[src/rtl/codec_cfg_pkg.sv]
// codec_cfg_pkg: shared types and constants for the WM8731 configuration
// sequencer. Holds the FSM state enum, the launch decision enum, the
// power-up register table and the I2C word packing helper.
package codec_cfg_pkg;

  typedef enum logic [2:0] {
    ST_IDLE       = 3'd0,
    ST_INIT_ISSUE = 3'd1,
    ST_INIT_WAIT  = 3'd2,
    ST_USER_ISSUE = 3'd3,
    ST_USER_WAIT  = 3'd4,
    ST_GAP        = 3'd5
  } state_t;

  // What to start when the sequencer is free (IDLE or end of GAP).
  typedef enum logic [1:0] {
    L_NONE      = 2'd0,
    L_INIT_NEW  = 2'd1,
    L_INIT_CONT = 2'd2,
    L_USER      = 2'd3
  } launch_t;

  localparam int INIT_LEN = 11;

  // Power-up table, {reg[6:0], data[8:0]}. Reset first, activate last.
  localparam logic [15:0] INIT_TABLE [INIT_LEN] = '{
    16'h1E00,  // R15 = 0x000 reset
    16'h0017,  // R0  = 0x017
    16'h0217,  // R1  = 0x017
    16'h0479,  // R2  = 0x079
    16'h0679,  // R3  = 0x079
    16'h0812,  // R4  = 0x012
    16'h0A00,  // R5  = 0x000
    16'h0C00,  // R6  = 0x000
    16'h0E02,  // R7  = 0x002
    16'h1000,  // R8  = 0x000
    16'h1201   // R9  = 0x001 active
  };

  function automatic logic [23:0] pack_word(input logic [7:0] dev,
                                            input logic [6:0] reg_addr,
                                            input logic [8:0] reg_data);
    return {dev, reg_addr, reg_data};
  endfunction

endpackage

[src/rtl/codec_cfg_seq_rom.sv]
// codec_cfg_rom: combinational lookup of the power-up table.
// Ports:
//   i_ptr  [3:0]  table index
//   o_word [15:0] {reg, data}; zero beyond the end of the table
module codec_cfg_rom
  import codec_cfg_pkg::*;
(
  input  logic [3:0]  i_ptr,
  output logic [15:0] o_word
);

  always_comb begin
    o_word = 16'h0000;
    if (i_ptr < 4'(INIT_LEN)) o_word = INIT_TABLE[i_ptr];
  end

endmodule

[src/rtl/codec_cfg_seq.sv]
// codec_cfg_seq: sequences every WM8731 register write through the single
// I2C master. Runs the power-up table on start_init, then serves single
// Avalon register writes. NACKed transfers are retried up to MAX_RETRY
// extra times; a bus-free gap of GAP_CYCLES follows every transaction.
// Ports:
//   clk, reset_n                 clock, async active-low reset
//   start_init                   pulse: run the init table
//   av_req/av_reg_addr/av_reg_data  user write request (held until av_ack)
//   av_ack, av_err               user write finished / failed
//   busy, init_done, err         status (init_done and err sticky)
//   i2c_go, i2c_data             start pulse and 24-bit word to the master
//   i2c_done, i2c_nack           completion and NACK flag from the master
//
// state      | meaning
// IDLE       | nothing in flight, waiting for start_init or av_req
// INIT_ISSUE | i2c_go high with the current table word
// INIT_WAIT  | waiting for the master to finish a table word
// USER_ISSUE | i2c_go high with the captured user word
// USER_WAIT  | waiting for the master to finish a user word
// GAP        | bus free time before the next transaction
module codec_cfg_seq
  import codec_cfg_pkg::*;
#(
  parameter int         GAP_CYCLES = 16,
  parameter int         MAX_RETRY  = 3,
  parameter logic [7:0] DEV_ADDR   = 8'h34
) (
  input  logic        clk,
  input  logic        reset_n,
  input  logic        start_init,
  input  logic        av_req,
  input  logic [6:0]  av_reg_addr,
  input  logic [8:0]  av_reg_data,
  output logic        av_ack,
  output logic        av_err,
  output logic        busy,
  output logic        init_done,
  output logic        err,
  output logic        i2c_go,
  output logic [23:0] i2c_data,
  input  logic        i2c_done,
  input  logic        i2c_nack
);

  localparam int GW = (GAP_CYCLES > 1) ? $clog2(GAP_CYCLES) : 1;
  localparam logic [GW-1:0] GAP_LOAD  = GW'(GAP_CYCLES - 1);
  localparam logic [1:0]    RETRY_MAX = 2'(MAX_RETRY);
  localparam logic [3:0]    PTR_LAST  = 4'(INIT_LEN - 1);

  state_t          r_state;
  logic [3:0]      r_ptr;
  logic [1:0]      r_retry;
  logic [GW-1:0]   r_gap_cnt;
  logic            r_pend_init;
  logic            r_init_run;    // table in progress (incl. retries and gaps)
  logic            r_user_retry;  // user word NACKed, re-issue after the gap
  logic            r_go;
  logic [23:0]     r_data;
  logic            r_ack;
  logic            r_av_err;
  logic            r_init_done;
  logic            r_err;

  launch_t         w_launch;
  logic            w_gap_end;
  logic [3:0]      w_rom_ptr;
  logic [15:0]     w_rom_word;
  logic [23:0]     w_init_word;
  logic [23:0]     w_user_word;

  // GAP hands off straight to the next transfer, so done-to-go latency is
  // GAP_CYCLES+1 whether the next word is init, a retry, or a user write.
  always_comb begin
    w_gap_end = (r_state == ST_GAP) && (r_gap_cnt == '0);
    w_launch  = L_NONE;
    if ((r_state == ST_IDLE) || w_gap_end) begin
      if (r_init_run)                     w_launch = L_INIT_CONT;
      else if (r_user_retry)              w_launch = L_USER;
      else if (r_pend_init || start_init) w_launch = L_INIT_NEW;
      else if (av_req)                    w_launch = L_USER;
    end
    w_rom_ptr = (w_launch == L_INIT_NEW) ? 4'd0 : r_ptr;
  end

  codec_cfg_rom u_rom (
    .i_ptr  (w_rom_ptr),
    .o_word (w_rom_word)
  );

  assign w_init_word = pack_word(DEV_ADDR, w_rom_word[15:9], w_rom_word[8:0]);
  assign w_user_word = pack_word(DEV_ADDR, av_reg_addr, av_reg_data);

  always_ff @(posedge clk or negedge reset_n) begin
    if (!reset_n) begin
      r_state      <= ST_IDLE;
      r_ptr        <= 4'd0;
      r_retry      <= 2'd0;
      r_gap_cnt    <= '0;
      r_pend_init  <= 1'b0;
      r_init_run   <= 1'b0;
      r_user_retry <= 1'b0;
      r_go         <= 1'b0;
      r_data       <= 24'h0;
      r_ack        <= 1'b0;
      r_av_err     <= 1'b0;
      r_init_done  <= 1'b0;
      r_err        <= 1'b0;
    end else begin
      r_go     <= 1'b0;
      r_ack    <= 1'b0;
      r_av_err <= 1'b0;

      // A restart request during a running table is dropped.
      if (start_init && (r_state != ST_IDLE) && !r_init_run) r_pend_init <= 1'b1;

      case (r_state)
        ST_IDLE: ;
        ST_INIT_ISSUE: r_state <= ST_INIT_WAIT;
        ST_INIT_WAIT: begin
          if (i2c_done) begin
            r_state   <= ST_GAP;
            r_gap_cnt <= GAP_LOAD;
            if (!i2c_nack) begin
              r_retry <= 2'd0;
              r_ptr   <= r_ptr + 4'd1;
              if (r_ptr == PTR_LAST) begin
                r_init_done <= 1'b1;
                r_init_run  <= 1'b0;
              end
            end else if (r_retry != RETRY_MAX) begin
              r_retry <= r_retry + 2'd1;
            end else begin
              r_err      <= 1'b1;
              r_init_run <= 1'b0;
              r_retry    <= 2'd0;
            end
          end
        end
        ST_USER_ISSUE: r_state <= ST_USER_WAIT;
        ST_USER_WAIT: begin
          if (i2c_done) begin
            r_state   <= ST_GAP;
            r_gap_cnt <= GAP_LOAD;
            if (!i2c_nack || (r_retry == RETRY_MAX)) begin
              r_ack        <= 1'b1;
              r_av_err     <= i2c_nack;
              r_retry      <= 2'd0;
              r_user_retry <= 1'b0;
            end else begin
              r_retry      <= r_retry + 2'd1;
              r_user_retry <= 1'b1;
            end
          end
        end
        ST_GAP: begin
          if (r_gap_cnt != '0) r_gap_cnt <= r_gap_cnt - GW'(1);
          else                 r_state   <= ST_IDLE;
        end
        default: r_state <= ST_IDLE;
      endcase

      case (w_launch)
        L_INIT_NEW: begin
          r_ptr       <= 4'd0;
          r_retry     <= 2'd0;
          r_err       <= 1'b0;
          r_init_done <= 1'b0;
          r_init_run  <= 1'b1;
          r_pend_init <= 1'b0;
          r_state     <= ST_INIT_ISSUE;
          r_go        <= 1'b1;
          r_data      <= w_init_word;
        end
        L_INIT_CONT: begin
          r_state <= ST_INIT_ISSUE;
          r_go    <= 1'b1;
          r_data  <= w_init_word;
        end
        L_USER: begin
          r_state <= ST_USER_ISSUE;
          r_go    <= 1'b1;
          r_data  <= w_user_word;
        end
        default: ;
      endcase
    end
  end

  assign busy      = (r_state != ST_IDLE);
  assign i2c_go    = r_go;
  assign i2c_data  = r_data;
  assign av_ack    = r_ack;
  assign av_err    = r_av_err;
  assign init_done = r_init_done;
  assign err       = r_err;

endmodule

[config.mk]
export PLATFORM = sky130hd
export DESIGN_NAME = codec_cfg_seq
export DESIGN_NICKNAME = d
export VERILOG_FILES = /design/src/rtl/codec_cfg_pkg.sv /design/src/rtl/codec_cfg_seq_rom.sv /design/src/rtl/codec_cfg_seq.sv
export SDC_FILE = /design/constraint.sdc
export NUM_CORES = 1
export LEC_CHECK = 0
export BUFFER_PORTS_ARGS = -buffer_cell sky130_fd_sc_hd__buf_2
export CORE_MARGIN = 10
export CORE_UTILIZATION = 55
export DETAILED_ROUTE_END_ITERATION = 16
export GPL_TIMING_DRIVEN = 0
export PLACE_DENSITY = 0.79
export RECOVER_POWER = 50
export SETUP_SLACK_MARGIN = 0.05
export SLEW_MARGIN = 20
export SYNTH_ARGS = -nofsm -noshare
export SYNTH_HDL_FRONTEND = slang
export SYNTH_HIERARCHICAL = 1
export SYNTH_SLANG_ARGS = --single-unit
[constraint.sdc]
create_clock -name clk -period 6.3 [get_ports clk]
set_input_delay 0.945 -clock clk [delete_from_list [all_inputs] [get_ports clk]]
set_output_delay 0.945 -clock clk [all_outputs]
set_load 0.01 [all_outputs]
==> results of run 1 <==
flip-flops by register name (all words and copies together), names as in the netlist:
register and count:
av_ack 1, init_done 1, i2c_data 17, r_gap_cnt 4
r_retry 2, r_ptr 4, r_user_retry 1, r_state 3
r_init_run 1, i2c_go 1, err 1, r_pend_init 1
av_err 1
synth_stat cells, drive strengths merged (2+ instances only):
| cell type | count |
|---|---|
| o21ai | 23 |
| nand4 | 2 |
| mux2i | 18 |
| nand3b | 4 |
| nor3b | 4 |
| nor4 | 2 |
| buf | 21 |
| nand3 | 6 |
| dfrtp | 38 |
| or3 | 4 |
| a211oi | 2 |
| clkbuf | 5 |
| o31ai | 3 |
| nor2b | 6 |
| xnor2 | 5 |
| conb | 2 |
| a31oi | 4 |
| ha | 14 |
| o2bb2ai | 2 |
| nand2b | 4 |
| nor2 | 26 |
| nor3 | 4 |
| and2 | 2 |
| nand2 | 29 |
| a21oi | 9 |
| a21o | 2 |
| inv | 11 |
final cells by class:
| cell class | instances | area (µm²) | area share (%) |
|---|---|---|---|
| Timing Repair Buffer | 46 | 221 | 7.94 |
| Tap cell | 50 | 62.6 | 2.24 |
| Buffer | 26 | 173 | 6.19 |
| Sequential cell | 38 | 951 | 34.1 |
| Inverter | 11 | 41.3 | 1.48 |
| Clock buffer | 7 | 86.3 | 3.10 |
| Clock inverter | 1 | 5.00 | 0.179 |
| Multi-Input combinational cell | 194 | 1250 | 44.8 |
layer usage:
metal / global-route usage, % / vias to the layer above / share of wire [%]
met4: 5.39 / 0 / 1.5
met3: 6.05 / 6 / 8.2
li1: - / 993 / -
met5: 0 / - / 0
met2: 22.9 / 42 / 44
met1: 17.4 / 922 / 46
cells by family (layout without fill, tap and decap cells):
family,count (synthesis),in the layout
adders and majority gates,14,14
muxes,19,19
xor gates and xnor gates,5,5
and+or+nand+nor,96,96
buffers and inverters,37,91
AOI/OAI and AO/OA,50,50
other,2,10
DFF,38,38
metrics by stage:
step	worst slack [ps]	total power, W
final	2730	0.00126
after CTS	2700	0.00128
after global placement	2750	0.00108
after detailed placement	2690	0.00110
after global routing	2300	0.00139
after floorplan	3140	0.000906
report_power, final:
group / internal [W] / switching (W) / total [W]
sequential: 0.000342 / 0.0000661 / 0.000408
clock: 0.0000883 / 0.0000859 / 0.000174
combinational: 0.000283 / 0.000397 / 0.000680
worst paths after layout:
kind | to | slack (ps) | cells after the start
worst min-delay path | i2c_data[8] | 490 | 2
worst max-delay path | i2c_data[5] | 2730 | 16
min in group asynchronous | r_gap_cnt[3] | 1220 | 1
worst min register to register | i2c_data[8] | 490 | 2
worst max register to register | i2c_data[5] | 2730 | 16
max in group asynchronous | i2c_data[2] | 3910 | 1
worst max-delay path, delay by kind of cell (launching register included):
family,cells,cell delay [ps]
adder cells (fa/ha/maj),3,700
flip-flops,1,390
buffers and inverters,4,630
AO/OA/AOI/OAI,3,420
multiplexers,2,260
AND/OR/NAND/NOR,4,1010
==> flow_summary.json, run 1 <==
{
  "grt_pass1_wl_mm": 8.87,
  "max_stage_delay_ps": 400,
  "place_congestion": 0.802,
  "nFillCells": 345,
  "avgViaCountPerCell": 5.26,
  "clk_path_buf_depth": 2,
  "vdd_drop_max_mv": 0.225,
  "ctsHoldBuffers": 0,
  "cts_resized": 0,
  "rr_startpoint": "r_gap_cnt[0]",
  "synth-xor-area-share_pct": 1.83,
  "area_growth_syn_to_layout_pct": 16.7,
  "final_common_cell": "buf_2",
  "clk_latency_ps": 290,
  "crit_arrival_ps": 3730,
  "drc": 0,
  "vias": 1963,
  "path_cells": "inv_1, ha_1, nor3b_2, nand3_1, a21oi_2, o31ai_1, ha_1, clkbuf_1, nor2_1, inv_1, ha_1, mux2i_1, nor2_1, buf_4, mux2i_1, o21ai_0",
  "rows": 23,
  "synth.distinct_cells": 46,
  "gr-usage-all-layers_pct": 14.6,
  "dieArea_mm2": 0.00738,
  "cap_violations": 1,
  "status": "finished, violations left",
  "timing.fmax_ghz": 0.280,
  "tightestPinTransition_ps": 2030,
  "post_drt_wl_per_cell_um": 13.8,
  "synth_adder_area_share_pct": 7.33,
  "setup-tns-final_ps": 0,
  "finalSetupViolCount": 0,
  "yosys_most_used_dff": "dfrtp_1",
  "slew_viol_final": 39,
  "place_area_mm2": 0.00271,
  "path_clk_slew_ps": 80,
  "muxShareOfSynthArea_pct": 8.01,
  "crit_path_frequent_cell": "ha_1",
  "layout_worst_path_cycle_share_pct": 56.6,
  "worstPathMaxFanout": 10,
  "fin_cells": 373,
  "synth_top_area_share_pct": 39.8,
  "min_path_type": "flip-flop to flip-flop",
  "fin_skew_ps": 7.89,
  "final_cell_mix": "buf_2, dfrtp_1, nand2_1",
  "drt-initial-drc-count": 88,
  "powerDensity_mw_per_mm2": 453,
  "first_pass_iters": 4,
  "synthTopCellsByArea": "dfrtp_1, mux2i_1, ha_1",
  "cts_root_buf": "clkbuf_8",
  "ant_nets": 0,
  "cp.required_ps": 6460,
  "rsz0062_at_grt": "no",
  "core-area_mm2": 0.00412,
  "yosys.area_share.simple_pct": 20.7,
  "worstSetupStartpointType": "flip-flop",
  "diodes": 0,
  "min_from": "i2c_data[8]",
  "netlist.top_cell.by_area": "dfrtp_1",
  "cts-htree-levels": 2,
  "yosysWarnings": 6,
  "synth_edf_count": 0,
  "antenna_found_initial": 0,
  "dp_cells": 365,
  "cts_buffers": 5,
  "cts_tree": "yes",
  "power_leakage_nw": 1.30,
  "grt-ovfl-total": 0,
  "die_w_um": 85.9,
  "fin_area_mm2": 0.00279,
  "layout-drive-gt1-share_pct": 23.5,
  "crit_type": "flip-flop to flip-flop",
  "place_hpwl_mm": 3.90,
  "synth_top_family_by_area": "simple AND/OR/NAND/NOR gates",
  "syn_area_per_cell_um2": 9.16,
  "post-route-util_pct": 67.8,
  "io-pin-count": 52,
  "synth-seq-cells": 38,
  "portBuffers": 46,
  "cts_sinks": 38,
  "fin_crit_ps": 3570,
  "cp_slowest_cell": "nor3b_2",
  "synth.cell_area_mm2": 0.00239,
  "hold_viol": 0,
  "grt_pass1_vias": 1947,
  "synth-seq-area-share_pct": 39.8,
  "cp-startpoint": "r_gap_cnt[0]",
  "syn_inst": 261,
  "grt_max_degree": 39,
  "violations": "capacitance limit, slew limit",
  "synthArstFlopShare_pct": 100,
  "max_slew_margin_pct": -35.3,
  "worstSetupEndpointType": "flip-flop",
  "hold_ws_ps": 486,
  "wl_mm": 5.16,
  "initial_core_util_pct": 58.1,
  "synth_compound_area_share_pct": 13.0,
  "final_nets": 358,
  "post_cts_buffers": 0,
  "dieHeight_um": 85.9
}
Note: power is estimated with default switching activity, not from simulation.
==> run 2: changes to the inputs <==
--- a/config.mk
+++ b/config.mk
@@ -5,12 +5,13 @@
 export SDC_FILE = /design/constraint.sdc
 export NUM_CORES = 1
 export LEC_CHECK = 0
+export ABC_AREA = 1
 export BUFFER_PORTS_ARGS = -buffer_cell sky130_fd_sc_hd__buf_2
 export CORE_MARGIN = 10
-export CORE_UTILIZATION = 55
+export CORE_UTILIZATION = 49
 export DETAILED_ROUTE_END_ITERATION = 16
 export GPL_TIMING_DRIVEN = 0
-export PLACE_DENSITY = 0.79
+export PLACE_DENSITY = 0.74
 export RECOVER_POWER = 50
 export SETUP_SLACK_MARGIN = 0.05
 export SLEW_MARGIN = 20
==> constraint.sdc (replaced) <==
create_clock -name clk -period 2.86 [get_ports clk]
set_input_delay 0.429 -clock clk [delete_from_list [all_inputs] [get_ports clk]]
set_output_delay 0.429 -clock clk [all_outputs]
set_load 0.01 [all_outputs]
==> run 2 against run 1 <==
The run still ends with capacitance limit, slew limit left. Highest routed layer unchanged. Wire length rose by 9.2%. Final cell count rose by 23%. Critical path type unchanged. Critical endpoint is now i2c_data[1]. Power rose by 150%. Sequential power rose by 130%. Largest cell class unchanged. Combinational power rose to 2.8 times the previous value. Flip-flop and latch count did not move. Sequential share of layout area fell by 1.3 points. Global-route usage fell by 0.15 points. Clock skew rose by 2.0 ps. Worst setup slack got worse by 2500 ps. Synthesized cell count rose by 27%.
==> flow_summary.json, run 2 <==
{
  "status": "finished, violations left",
  "violations": "capacitance limit, slew limit",
  "dieArea_mm2": 0.00824,
  "path_clk_slew_ps": 80,
  "portBuffers": 46,
  "multi_input_area_mm2": 0.00125,
  "final_cell_mix": "nand2_1, nor2_1, buf_2",
  "crit_arrival_ps": 2800,
  "rr_startpoint": "r_state[1]",
  "place_congestion": 0.873,
  "core-area_mm2": 0.00479,
  "initial_core_util_pct": 51.3,
  "yosys_most_used_dff": "dfrtp_1",
  "timing.fmax_ghz": 0.387,
  "synth_edf_count": 0,
  "p_sw_w": 0.00149,
  "reg2reg_slack_ps": 280,
  "layout_worst_path_cycle_share_pct": 90.4,
  "ctsHoldBuffers": 0,
  "drt-initial-drc-count": 81,
  "crit_path_frequent_cell": "nand2_1",
  "synth.cell_area_mm2": 0.00246,
  "min_from": "start_init",
  "cap_violations": 1,
  "comb_power_share_pct": 59.7,
  "wl_mm": 5.64,
  "syn_area_per_cell_um2": 7.42,
  "first_pass_iters": 5,
  "hold_depth": 3,
  "worstPathMaxFanout": 10,
  "gr-usage-all-layers_pct": 14.4,
  "final_nets": 429,
  "max_stage_delay_ps": 470,
  "ant_nets": 0,
  "cp_slowest_cell": "dfrtp_1",
  "dieHeight_um": 90.8,
  "synth_top_area_share_pct": 38.7,
  "yosys-top-cells-count": "nand2_1, nor2_1, dfrtp_1, a21oi_1, inv_1",
  "rsz0062_at_grt": "no",
  "nFillCells": 464,
  "min_to": "r_pend_init",
  "worstSetupEndpointType": "flip-flop",
  "cts_tree": "yes",
  "place_hpwl_mm": 4.32,
  "grt_pass1_vias": 2192,
  "synthTopCellsByArea": "dfrtp_1, nand2_1, nor2_1",
  "sw_frac_of_total_pct": 47.4,
  "synth-seq-cells": 38,
  "power_frac_seq_pct": 29.3,
  "vdd_drop_max_mv": 0.659,
  "fin_skew_ps": 9.86,
  "grt_pass1_wl_mm": 10.1,
  "yosysWarnings": 6,
  "final_common_cell": "nand2_1",
  "synth-seq-area-share_pct": 38.7,
  "cts_sinks": 38,
  "ff_latch_area_um2": 951,
  "setup-tns-final_ps": 0,
  "worstSetupStartpointType": "flip-flop",
  "fin_crit_ps": 2580,
  "internal_power_w": 0.00166,
  "syn_inst": 331,
  "place_area_mm2": 0.00280,
  "yosysMostFrequentCell": "nand2_1",
  "grt-ovfl-total": 0,
  "hold_viol": 0,
  "tightestPinTransition_ps": 2070,
  "die_w_um": 90.8,
  "powerDensity_mw_per_mm2": 1090,
  "cts-htree-levels": 2,
  "finalSetupViolCount": 0,
  "rows": 25,
  "max_slew_margin_pct": -37.8,
  "largest_reg_flops": 17,
  "fin_area_mm2": 0.00290,
  "min_path_type": "input pin to flip-flop",
  "pwr-share-clk_pct": 10.9,
  "io-pin-count": 52,
  "drc": 0,
  "antenna_found_initial": 0,
  "cts_buffers": 5,
  "avgViaCountPerCell": 4.80,
  "vias": 2209,
  "diodes": 0,
  "synth.distinct_cells": 30,
  "area_growth_syn_to_layout_pct": 17.9,
  "path_cells": "inv_2, nand3_2, nor2_2, nor2_1, a31oi_2, inv_1, ha_1, buf_4, nor2_4, inv_2, ha_2, nand2_1, nand3_1, nand2_1, inv_1, nand2_1, a21oi_2",
  "layout-drive-gt1-share_pct": 24.2,
  "ff2ff_path_depth": 17,
  "power_leakage_nw": 1.54,
  "post_drt_wl_per_cell_um": 12.3,
  "r2r-end": "i2c_data[1]",
  "grt_max_degree": 39,
  "clk_latency_ps": 290,
  "post-route-util_pct": 60.5,
  "synthArstFlopShare_pct": 100,
  "crit_type": "flip-flop to flip-flop",
  "cp.required_ps": 3080,
  "clk_path_buf_depth": 2,
  "netlist.top_cell.by_area": "dfrtp_1",
  "cts_root_buf": "clkbuf_8",
  "slew_viol_final": 39
}
==> run 2: cell types whose count changed in the layout (fill, tap and decap cells not counted), sizes merged, moves of 8 or more <==
| cell | previous run | this run |
|---|---|---|
| a21oi | 9 | 37 |
| nor2 | 26 | 56 |
| inv | 11 | 35 |
| o21ai | 23 | 15 |
| mux2i | 18 | 1 |
| nand2 | 29 | 72 |
| nand3 | 6 | 26 |
==> run 2: through the flow <==
stage | cells | worst slack, ps | hold slack (ps) | total power (W)
floorplan | 339 | 300 | 133 | 0.00230
global placement | 452 | 13.0 | 475 | 0.00273
detailed placement | 452 | -24.2 | 472 | 0.00278
CTS | 459 | 57.6 | 284 | 0.00314
global route | 460 | 45.1 | 418 | 0.00352
finish | 460 | 276 | 410 | 0.00315
==> run 2: layout make-up <==
type / instances / share of cell area, %
multi-input combinational: 240 / 43.1
tap: 67 / 2.89
clock buffer: 5 / 2.38
buffer: 25 / 6.05
timing repair buffer: 47 / 7.73
sequential: 38 / 32.8
inverter: 36 / 4.67
clock inverter: 2 / 0.346
==> run 2: timing repair <==
action	4_1_cts	5_1_grt
setup endpoints to repair	3	11
setup buffers	0	1
resized for setup	2	10
pin swaps	0	2
endpoints found under the hold margin	0	0
==> run 2: logic make-up after synthesis <==
| logic type | share of synthesized area (%) |
|---|---|
| AOI/OAI and AO/OA | 11.7 |
| buffers and inverters | 12.6 |
| adders and majority gates | 7.13 |
| and+or+nand+nor | 28.6 |
| DFF | 38.7 |
| xor gates and xnor gates | 0.357 |
| other | 0.306 |
| muxes | 0.560 |
==> run 2: layer usage <==
layer | track usage [%] | part of all wire, %
met1 | 16.7 | 43
met2 | 25.5 | 52
met3 | 4.66 | 4.3
met4 | 2.87 | 0.50
met5 | 0 | 0
==> run 2: worst max-delay path by stage <==
stage	to	cells past startpoint	start	slack, ps
floorplan	i2c_data[5]	19	r_gap_cnt[0]	300
detailed placement	i2c_data[5]	19	r_gap_cnt[0]	-20
finish	i2c_data[1]	17	r_state[1]	280
global route	i2c_data[1]	17	r_state[1]	50
global placement	i2c_data[5]	19	r_gap_cnt[0]	10
CTS	i2c_data[5]	19	r_gap_cnt[0]	60
==> run 2: worst max-delay path: cells and delay by family, from the launching register on <==
kind	cells	cell delay (ps)
flops	1	470
fa+ha+maj	2	520
compound gates	2	310
buf+inv	5	490
simple gates	8	730
==> run 2: power groups by stage <==
| stage | sequential, W | combinational (W) | clock [W] |
|---|---|---|---|
| after detailed placement | 0.000930 | 0.00185 | 0 |
| after CTS | 0.000922 | 0.00186 | 0.000358 |
| final | 0.000924 | 0.00188 | 0.000345 |
| after global placement | 0.000923 | 0.00181 | 0 |
| after global routing | 0.000956 | 0.00219 | 0.000378 |
| after floorplan | 0.000982 | 0.00132 | 0 |
==> run 3: changes to the inputs <==
--- a/config.mk
+++ b/config.mk
@@ -17,5 +17,4 @@
 export SLEW_MARGIN = 20
 export SYNTH_ARGS = -nofsm -noshare
 export SYNTH_HDL_FRONTEND = slang
-export SYNTH_HIERARCHICAL = 1
 export SYNTH_SLANG_ARGS = --single-unit
==> run 3 against run 2 <==
The flow still finishes with violations (capacitance limit, slew limit). Clock skew shrank 1.5 ps. Largest power group unchanged. Die area shrank 2.3%. Register-to-register slack gained 80 ps. Final cell count shrank 8.3%. Via count shrank 5.6%.
==> flow_summary.json, run 3 <==
{
  "reg2reg_slack_ps": 360,
  "yosys_most_used_dff": "dfrtp_1",
  "clk_path_buf_depth": 2,
  "worstSetupEndpointType": "flip-flop",
  "endpoint": "i2c_data[0]",
  "top_layer": "met4",
  "cts_root_buf": "clkbuf_8",
  "place_congestion": 0.914,
  "post_drt_wl_per_cell_um": 12.6,
  "met1Wirelength_mm": 2.42,
  "powerDensity_mw_per_mm2": 1060,
  "grt_max_degree": 39,
  "worstPathMaxFanout": 10,
  "final_nets": 388,
  "antenna_found_initial": 0,
  "area_growth_syn_to_layout_pct": 19.4,
  "cap_violations": 1,
  "cp.required_ps": 3050,
  "final_cell_mix": "nand2_1, nand3_1, buf_2, dfrtp_1, inv_1",
  "synth_edf_count": 0,
  "diodes": 0,
  "grt-ovfl-total": 0,
  "ctsHoldBuffers": 0,
  "status": "finished, violations left",
  "power_frac_seq_pct": 29.2,
  "netlist.top_cell.by_area": "dfrtp_1",
  "violations": "capacitance limit, slew limit",
  "sw_frac_of_total_pct": 44.6,
  "layout_worst_path_cycle_share_pct": 87.6,
  "ff2ff_path_depth": 19,
  "core-area_mm2": 0.00472,
  "syn_area_per_cell_um2": 8.05,
  "synthArstFlopShare_pct": 100,
  "first_pass_iters": 4,
  "grt_pass1_vias": 2045,
  "dieArea_mm2": 0.00805,
  "met2_wirelength_mm": 2.51,
  "multi_input_area_mm2": 0.00120,
  "wl_met3_um": 335,
  "cts_buffers": 5,
  "gr-usage-all-layers_pct": 13.2,
  "drc": 0,
  "timing.fmax_ghz": 0.399,
  "min_path_type": "input pin to flip-flop",
  "layout-drive-gt1-share_pct": 25.4,
  "pwr-share-clk_pct": 18.5,
  "yosysMostFrequentCell": "nand2_1",
  "worstSetupStartpointType": "flip-flop",
  "ant_nets": 0,
  "ff_latch_area_um2": 951,
  "path_clk_slew_ps": 80,
  "largest_reg_flops": 17,
  "fin_skew_ps": 8.35,
  "synth.distinct_cells": 35,
  "io-pin-count": 52,
  "finalSetupViolCount": 0,
  "initial_core_util_pct": 50.5,
  "cp-startpoint": "r_gap_cnt[0]",
  "place_hpwl_mm": 3.98,
  "synthTopCellsByArea": "dfrtp_1, nand2_1, nand3_1",
  "comb_power_share_pct": 52.2,
  "vdd_drop_max_mv": 0.555,
  "p_sw_w": 0.00134,
  "grt_pass1_wl_mm": 9.27,
  "tightestPinTransition_ps": 2040,
  "nFillCells": 419,
  "wl_mm": 5.33,
  "die_w_um": 89.7,
  "cts-htree-levels": 2,
  "internal_power_w": 0.00167,
  "drt-initial-drc-count": 124,
  "yosys-top-cells-count": "nand2_1, nand3_1, dfrtp_1, inv_1, nor2_1",
  "synth.cell_area_mm2": 0.00238,
  "synth-seq-cells": 38,
  "crit_type": "flip-flop to flip-flop",
  "rr_startpoint": "r_gap_cnt[0]",
  "setup-tns-final_ps": 0,
  "portBuffers": 46,
  "max_slew_margin_pct": -35.8,
  "crit_arrival_ps": 2700,
  "avgViaCountPerCell": 4.94,
  "slew_viol_final": 39,
  "cts_sinks": 38,
  "hold_viol": 0,
  "r2r-end": "i2c_data[0]",
  "dieHeight_um": 89.7,
  "synth_top_area_share_pct": 39.9,
  "fin_crit_ps": 2500,
  "cts_tree": "yes",
  "clk_latency_ps": 300,
  "rsz0062_at_grt": "no",
  "power_leakage_nw": 1.54,
  "synth-seq-area-share_pct": 39.9,
  "final_common_cell": "nand2_1",
  "syn_inst": 296,
  "yosysWarnings": 0,
  "rows": 25,
  "hold_ws_ps": 345,
  "vias": 2086
}
[run 3: cell types whose count changed after synthesis, moves of 4 or more]
cell | before | now
buf_4 | 16 | 9
a21oi_1 | 37 | 5
nand2_1 | 69 | 73
nand3_1 | 21 | 41
nor2_1 | 54 | 23
[run 3: timing repair]
| item | 4_1_cts | 5_1_grt |
|---|---|---|
| setup endpoints to repair | 0 | 9 |
| setup buffers | 0 | 1 |
| gates resized for setup | 0 | 1 |
[run 3: how the worst min path moves through the flow]
stage	start	cells past startpoint	endpoint
3_3_place_gp	init_done	2	init_done
5_1_grt	av_reg_addr[4]	3	i2c_data[13]
3_5_place_dp	init_done	2	init_done
6_report	av_reg_data[7]	3	i2c_data[7]
2_1_floorplan	reset_n	0	av_ack
4_1_cts	reset_n	1	i2c_data[7]
[run 3: layout make-up]
type	instances	area share [%]
buffer	16	4.22
clock buffer	5	2.42
clock inverter	3	2.42
inverter	32	4.48
multi-input combinational	214	42.2
sequential	38	33.4
tap	67	2.95
timing repair buffer	47	7.87
[run 3: routing by layer]
layer  up-vias  track usage [%]
met5         -                0
met4         0             5.12
met3         7             3.91
met2        55             21.7
met1       959             15.9
li1       1065                -
[run 3: worst max-delay path, stage by stage, from the launching register on]
cell and delay [ps]:
dfrtp_1 360, inv_1 90, ha_1 200, nand2_1 110, inv_1 60, nand2_2 80
nand2_1 80, nand3_2 80, inv_1 60, ha_1 200, buf_6 160, nor2_2 200
inv_1 90, ha_1 220, inv_1 70, nand2_1 70, nand3_1 70, o21ai_0 90
nand3_1 80, nand2_1 50
[run 3: power groups by stage]
stage,combinational [W],sequential [W],clock [W]
after floorplan,0.00114,0.000915,0
after global placement,0.00155,0.000881,0
after detailed placement,0.00157,0.000889,0
after CTS,0.00158,0.000878,0.000569
after global routing,0.00180,0.000905,0.000593
final,0.00157,0.000880,0.000558
[run 3: kinds of logic after synthesis]
| logic type | share of synthesized area (%) |
|---|---|
| compound gates | 7.40 |
| flops | 39.9 |
| other cells | 0.157 |
| buf+inv | 10.4 |
| xor+xnor | 0.735 |
| simple gates | 35.1 |
| fa+ha+maj | 6.30 |
[run 3: through the flow]
step                std cells  setup WS (ps)  utilization, %  power, W  instance area (µm²)
detailed placement        413            227            57.4   0.00246                 2710
CTS                       421            208            60.3   0.00303                 2850
global placement          413            278            57.4   0.00243                 2710
finish                    422            355            60.3   0.00301                 2850
floorplan                 300            502               -   0.00205                 2400
global route              422           69.5            60.3   0.00330                 2850
